[config.mk]
export PLATFORM = sky130hd
export DESIGN_NAME = display_scanner
export DESIGN_NICKNAME = d
export VERILOG_FILES = /design/src/rtl/display_pkg.sv /design/src/rtl/hex_to_7seg.sv /design/src/rtl/display_scanner.sv
export SDC_FILE = /design/constraint.sdc
export NUM_CORES = 1
export LEC_CHECK = 0
export CAP_MARGIN = 20
export CORE_MARGIN = 2
export CORE_UTILIZATION = 44
export CTS_CLUSTER_DIAMETER = 80
export DETAILED_ROUTE_END_ITERATION = 10
export PLACE_DENSITY = 0.68
export SLEW_MARGIN = 10
export SYNTH_ARGS = -nofsm -noshare
export SYNTH_HDL_FRONTEND = slang
export SYNTH_SLANG_ARGS = --single-unit
[constraint.sdc]
create_clock -name clk -period 5.3 [get_ports clk]
set_clock_uncertainty 0.05 [all_clocks]
set_input_delay 0.53 -clock clk [delete_from_list [all_inputs] [get_ports clk]]
set_output_delay 0.53 -clock clk [all_outputs]
set_load 0.05 [all_outputs]
[src/rtl/display_pkg.sv]
// -----------------------------------------------------------------------------
// display_pkg
// Shared definitions for the multiplexed seven-segment display scanner.
//   SEG_BLANK   : cathode pattern with every segment off (active-low).
//   GLYPH_TABLE : active-low {g,f,e,d,c,b,a} patterns for hex digits 0..F,
//                 indexed directly by the nibble value.
//   nibble_t    : one hex digit as carried in the digit buffers.
// -----------------------------------------------------------------------------
package display_pkg;

  typedef logic [3:0] nibble_t;

  localparam logic [6:0] SEG_BLANK = 7'h7F;

  // Packed so that GLYPH_TABLE[n] selects the glyph for nibble n; the
  // concatenation is written from F down to 0.
  localparam logic [15:0][6:0] GLYPH_TABLE = {
    7'h0E,  // F
    7'h06,  // E
    7'h21,  // d
    7'h46,  // C
    7'h03,  // b
    7'h08,  // A
    7'h10,  // 9
    7'h00,  // 8
    7'h78,  // 7
    7'h02,  // 6
    7'h12,  // 5
    7'h19,  // 4
    7'h30,  // 3
    7'h24,  // 2
    7'h79,  // 1
    7'h40   // 0
  };

endpackage

[src/rtl/hex_to_7seg.sv]
// -----------------------------------------------------------------------------
// hex_to_7seg
// Combinational hex-digit to seven-segment decoder.
// Ports:
//   nib : input  4-bit hex digit
//   seg : output 7-bit cathode pattern {g,f,e,d,c,b,a}, active-low
// -----------------------------------------------------------------------------
module hex_to_7seg
  import display_pkg::*;
(
  input  nibble_t    nib,
  output logic [6:0] seg
);

  assign seg = GLYPH_TABLE[nib];

endmodule

[src/rtl/display_scanner.sv]
// -----------------------------------------------------------------------------
// display_scanner
// Time-multiplexed driver for an N_DIGITS common-anode seven-segment display.
// Each digit owns a slot of REFRESH_DIV clocks; the first GUARD clocks of a
// slot keep every anode off so the previous digit's pattern cannot ghost.
// Digit data is double buffered: load writes a pending buffer that is moved
// into the displayed (active) buffer only at the frame boundary.
// Ports:
//   clk         : input  system clock, rising edge
//   reset       : input  asynchronous active-high reset
//   digits_in   : input  4*N_DIGITS hex nibbles, nibble 0 is the rightmost digit
//   dp_in       : input  N_DIGITS decimal-point requests
//   load        : input  strobe capturing digits_in/dp_in into the pending buffer
//   blank_lz    : input  leading-zero blanking enable (used live)
//   an          : output N_DIGITS anode enables, active-low
//   seg         : output 7 cathodes {g,f,e,d,c,b,a}, active-low
//   dp          : output decimal-point cathode, active-low
//   scan_idx    : output index of the digit currently driven
//   frame_start : output one-cycle pulse when scan_idx returns to 0
// -----------------------------------------------------------------------------
module display_scanner
  import display_pkg::*;
#(
  parameter int N_DIGITS    = 4,
  parameter int REFRESH_DIV = 100000,
  parameter int GUARD       = 16
) (
  input  logic                        clk,
  input  logic                        reset,
  input  logic [4*N_DIGITS-1:0]       digits_in,
  input  logic [N_DIGITS-1:0]         dp_in,
  input  logic                        load,
  input  logic                        blank_lz,
  output logic [N_DIGITS-1:0]         an,
  output logic [6:0]                  seg,
  output logic                        dp,
  output logic [$clog2(N_DIGITS)-1:0] scan_idx,
  output logic                        frame_start
);

  localparam int IDX_W = $clog2(N_DIGITS);
  localparam int CNT_W = $clog2(REFRESH_DIV);

  // Internal scan position
  logic [CNT_W-1:0]      cnt_q, cnt_d;
  logic [IDX_W-1:0]      idx_q, idx_d;
  logic                  frame_tick_q, frame_tick_d;

  // Digit buffers
  logic [4*N_DIGITS-1:0] pend_q, pend_d;
  logic [N_DIGITS-1:0]   pend_dp_q, pend_dp_d;
  logic                  pend_valid_q, pend_valid_d;
  logic [4*N_DIGITS-1:0] act_q, act_d;
  logic [N_DIGITS-1:0]   act_dp_q, act_dp_d;

  // Registered pin drivers
  logic [N_DIGITS-1:0]   an_q, an_d;
  logic [6:0]            seg_q, seg_d;
  logic                  dp_q, dp_d;
  logic [IDX_W-1:0]      scan_idx_q, scan_idx_d;
  logic                  frame_start_q, frame_start_d;

  logic                  slot_end;
  logic                  frame_end;
  nibble_t               cur_nib;
  logic [6:0]            cur_glyph;
  logic [N_DIGITS-1:0]   lz_run;
  logic                  zero_run;
  logic                  lz_blank;

  // ---------------------------------------------------------------------------
  // Scan position: slot counter and digit index
  // ---------------------------------------------------------------------------
  always_comb begin
    slot_end     = (cnt_q == CNT_W'(REFRESH_DIV - 1));
    frame_end    = slot_end && (idx_q == IDX_W'(N_DIGITS - 1));
    cnt_d        = slot_end ? '0 : cnt_q + CNT_W'(1);
    idx_d        = idx_q;
    if (slot_end) begin
      idx_d = frame_end ? '0 : idx_q + IDX_W'(1);
    end
    // Marks the first internal cycle of a frame; delayed once more so the
    // pulse reaches the pin together with scan_idx returning to 0.
    frame_tick_d = frame_end;
  end

  // ---------------------------------------------------------------------------
  // Double buffer. The swap takes the pending contents as they stood before
  // this edge, so a load on the same edge lands in pending for the next frame.
  // ---------------------------------------------------------------------------
  always_comb begin
    pend_d       = pend_q;
    pend_dp_d    = pend_dp_q;
    pend_valid_d = pend_valid_q;
    act_d        = act_q;
    act_dp_d     = act_dp_q;
    if (frame_end && pend_valid_q) begin
      act_d        = pend_q;
      act_dp_d     = pend_dp_q;
      pend_valid_d = 1'b0;
    end
    if (load) begin
      pend_d       = digits_in;
      pend_dp_d    = dp_in;
      pend_valid_d = 1'b1;
    end
  end

  // ---------------------------------------------------------------------------
  // Digit decode and leading-zero detection
  // ---------------------------------------------------------------------------
  assign cur_nib = act_q[4*idx_q +: 4];

  hex_to_7seg u_hex_to_7seg (
    .nib (cur_nib),
    .seg (cur_glyph)
  );

  // lz_run[i] is set when nibbles i..N_DIGITS-1 of the active buffer are all 0.
  always_comb begin
    zero_run = 1'b1;
    lz_run   = '0;
    for (int i = N_DIGITS - 1; i >= 0; i--) begin
      zero_run  = zero_run && (act_q[4*i +: 4] == 4'h0);
      lz_run[i] = zero_run;
    end
  end

  assign lz_blank = blank_lz && (idx_q != '0) && lz_run[idx_q];

  // ---------------------------------------------------------------------------
  // Pin drivers, one register stage after the scan position
  // ---------------------------------------------------------------------------
  always_comb begin
    an_d          = '1;
    seg_d         = SEG_BLANK;
    dp_d          = 1'b1;
    if (cnt_q >= CNT_W'(GUARD)) begin
      an_d  = ~(N_DIGITS'(1) << idx_q);
      seg_d = lz_blank ? SEG_BLANK : cur_glyph;
      dp_d  = ~act_dp_q[idx_q];
    end
    scan_idx_d    = idx_q;
    frame_start_d = frame_tick_q;
  end

  always_ff @(posedge clk or posedge reset) begin
    if (reset) begin
      cnt_q         <= '0;
      idx_q         <= '0;
      frame_tick_q  <= 1'b0;
      pend_q        <= '0;
      pend_dp_q     <= '0;
      pend_valid_q  <= 1'b0;
      act_q         <= '0;
      act_dp_q      <= '0;
      an_q          <= '1;
      seg_q         <= SEG_BLANK;
      dp_q          <= 1'b1;
      scan_idx_q    <= '0;
      frame_start_q <= 1'b0;
    end else begin
      cnt_q         <= cnt_d;
      idx_q         <= idx_d;
      frame_tick_q  <= frame_tick_d;
      pend_q        <= pend_d;
      pend_dp_q     <= pend_dp_d;
      pend_valid_q  <= pend_valid_d;
      act_q         <= act_d;
      act_dp_q      <= act_dp_d;
      an_q          <= an_d;
      seg_q         <= seg_d;
      dp_q          <= dp_d;
      scan_idx_q    <= scan_idx_d;
      frame_start_q <= frame_start_d;
    end
  end

  assign an          = an_q;
  assign seg         = seg_q;
  assign dp          = dp_q;
  assign scan_idx    = scan_idx_q;
  assign frame_start = frame_start_q;

endmodule
==> results.sh <==
export IMPL_dpl_cell_count=389
export IMPL_first_pass_iters=4
export IMPL_final_nets=334
export IMPL_post_route_period_util_pct=49.14
export IMPL_period_needed_ns=2.605
export IMPL_grt_pass1_vias=1925
export IMPL_max_stage_delay_ns=0.72
export IMPL_num_vias=2024
export IMPL_drive_gt1_share_pct=26.40
export IMPL_antenna_found_initial=0
export IMPL_drtAntennaViolNets=0
export IMPL_die_area_mm2=0.008588
export IMPL_synth_net_count=294
export IMPL_ys_warn_count=0
export IMPL_nFillCells=673
export IMPL_p_per_area_mw_per_mm2=277.1
export IMPL_drc_errors=0
export IMPL_wirelength_mm=5.820
export IMPL_cp_max_fo=20
export IMPL_timing_rr_start="cnt_q[11]"
export IMPL_syn2layout_area_growth_pct=19.28
export IMPL_place_hpwl_mm=4.052
export IMPL_grt_setup_unrepaired="false"
export IMPL_avgSynthCellArea_um2=13.41
export IMPL_netlist_area_mm2=0.003460
export IMPL_grt_busiest_layer="met1"
export IMPL_cts_resized=0
export IMPL_min_delay_start="frame_start_d"
export IMPL_use_met2_pct=20.80
export IMPL_synth_top_area_cell="dfrtp_1"
export IMPL_outcome="completed"
export IMPL_cp_arrival_ns=2.79
export IMPL_synth_seq_area_share_pct=55.41
export IMPL_startpoint_type="register"
export IMPL_maxCapViolCount=0
export IMPL_worstMarginPinSlew_ns=0.8932
export IMPL_track_usage_pct=15.46
export IMPL_vdd_ir_drop_max_uv=164.9
export IMPL_ios=39
export IMPL_critPathRequiredTime_ns=5.49
export IMPL_tns_ns=0
export IMPL_end_kind="register"
export IMPL_clock_sinks=76
export IMPL_crit_path_cell_trace="nor4_2 > nand2_1 > nor4_4 > and3_4 > mux2_4"
export IMPL_wl_per_cell_um=14.37
export IMPL_diodes=0
export IMPL_clock_root_buffer="clkbuf_8"
export IMPL_synth_cell_types=35
export IMPL_clkTransAtPathRegs_ns=0.07
export IMPL_h_tree_depth=3
export IMPL_hp_class="reg2reg"
export IMPL_synth_top_flop_cell="dfrtp_1"
export IMPL_relSlewSlack_pct=40.27
export IMPL_initial_core_util_pct=45.00
export IMPL_layout_cells_non_filler=405
export IMPL_critPathKind="reg2reg"
export IMPL_async_flop_share_pct=100.0
export IMPL_final_max_slew_viol_count=0
export IMPL_synth_area_leaders="dfrtp_1 (46%), dfstp_2 (9.1%), mux2_4 (8.7%)"
export IMPL_fp_coreArea_mm2=0.007687
export IMPL_cts_buffers=9
export IMPL_drt_iter0_drc=107
export IMPL_grt_first_pass_wirelength_mm=9.977
export IMPL_worst_skew_pair_late_latency_ns=0.35
export IMPL_grtUsageMet1_pct=23.06
export IMPL_synth_top_cell_area_share_pct=46.29
export IMPL_post_cts_buffers=0
export IMPL_cts_tree="yes"
export IMPL_final_common_cell="dfrtp_1"
export IMPL_netlist_instances=258
export IMPL_grtUsageMet3_pct=4.963
export IMPL_cpMaxStageDelayCell="nor4_4"
export IMPL_ys_ff_latch=76
export IMPL_clock_fmax_mhz=383.9
export IMPL_cp_startpoint="cnt_q[11]"
export IMPL_rows=32
export IMPL_finalHoldViolations=0
export IMPL_die_h_um=92.67
export IMPL_clock_path_buffers=2
export IMPL_grt_overflow=0
export IMPL_p_leak_nw=1.783
export IMPL_cts_hold_buf=0
export IMPL_synth_edf_count=0
export IMPL_most_common_layout_cells="dfrtp_1 (64), clkdlybuf4s50_1 (38), mux2_2 (21)"
export IMPL_grt_start_max_net_pins=49
export IMPL_via_per_inst=4.998
export IMPL_die_x_um=92.67
export IMPL_routabilityCongestion=0.8260
export IMPL_port_buffers=38
export IMPL_setup_viol=0
[worst max-delay path, delay by kind of cell, from the launching register on]
family | cells | cell delay (ns)
multiplexers | 1 | 0.33
AND/OR/NAND/NOR | 4 | 1.69
flip-flops | 1 | 0.42
[area by class of cell]
cell class | count | area [um^2] | share of cell area [%]
multi-input cells | 159 | 1420 | 34.41
clock buffers | 10 | 137.6 | 3.335
inverters | 13 | 48.80 | 1.183
flip-flops and latches | 76 | 1917 | 46.45
repair buffers | 39 | 387.9 | 9.400
well taps | 102 | 127.6 | 3.093
clock inverters | 6 | 87.58 | 2.122
[where the power goes]
| part | leakage, nW | switching [mW] | total, mW | internal (mW) |
|---|---|---|---|---|
| combinational | 0.713 | 0.0188 | 0.0481 | 0.0293 |
| sequential | 0.954 | 0.00814 | 0.603 | 0.595 |
| clock | 0.116 | 0.214 | 0.492 | 0.278 |
| total | 1.78 | 0.241 | 1.14 | 0.902 |
[path summary, 6_finish.rpt]
| check | slack, ns | cells after the start | end |
|---|---|---|---|
| min in group asynchronous | 0.52 | 2 | cnt_q[2] |
| worst max register to register | 2.70 | 5 | act_q[15] |
| max in group asynchronous | 3.68 | 3 | pend_q[3] |
| worst max-delay path | 2.70 | 5 | act_q[15] |
| worst min register to register | 0.30 | 0 | frame_start |
| worst min-delay path | 0.30 | 0 | frame_start |
[synth_stat cells, types with 6 or more instances]
library cell	n
dfrtp_1	64
dfstp_2	12
ha_1	12
inv_1	13
mux2_2	21
mux2_4	20
nand2_1	17
nand3_1	9
nor2_1	14
nor4_1	6
xnor2_1	6
xor2_1	8
[layer usage]
layer | wire length, um | part of all wire, % | up-vias
met5 | 0 | 0 | -
met4 | 129 | 2.2 | 0
met3 | 282 | 4.8 | 10
met2 | 2553 | 44 | 49
met1 | 2854 | 49 | 988
li1 | - | - | 977
[sequential cells by signal, summed over array words and instances, names as in the netlist]
register	flops
pend_valid_q	1
act_q	16
pend_dp_q	4
idx_q	2
an	4
cnt_q	17
frame_start	1
scan_idx	2
pend_q	16
frame_start_d	1
act_dp_q	4
dp	1
seg	7
[kinds of logic after synthesis]
| group | Yosys count | synth area share (%) |
|---|---|---|
| compound gates | 20 | 3.762 |
| mux | 48 | 19.35 |
| xor+xnor | 14 | 3.544 |
| flops | 76 | 55.41 |
| simple gates | 65 | 10.05 |
| buf+inv | 23 | 3.544 |
| fa+ha+maj | 12 | 4.340 |
[metrics by stage]
stage	utilization, %	cell area [um^2]	hold WS, ns	power, mW	worst slack [ns]
5_1_grt	53.68	4126	0.3218	1.197	2.474
2_1_floorplan	-	3460	0.2812	0.6387	2.802
6_report	53.68	4126	0.2982	1.143	2.695
3_3_place_gp	50.75	3901	0.2857	0.6630	2.717
4_1_cts	53.68	4126	0.3043	1.164	2.645
3_5_place_dp	50.75	3901	0.2865	0.6652	2.678
(Power assumes the default switching activity.)
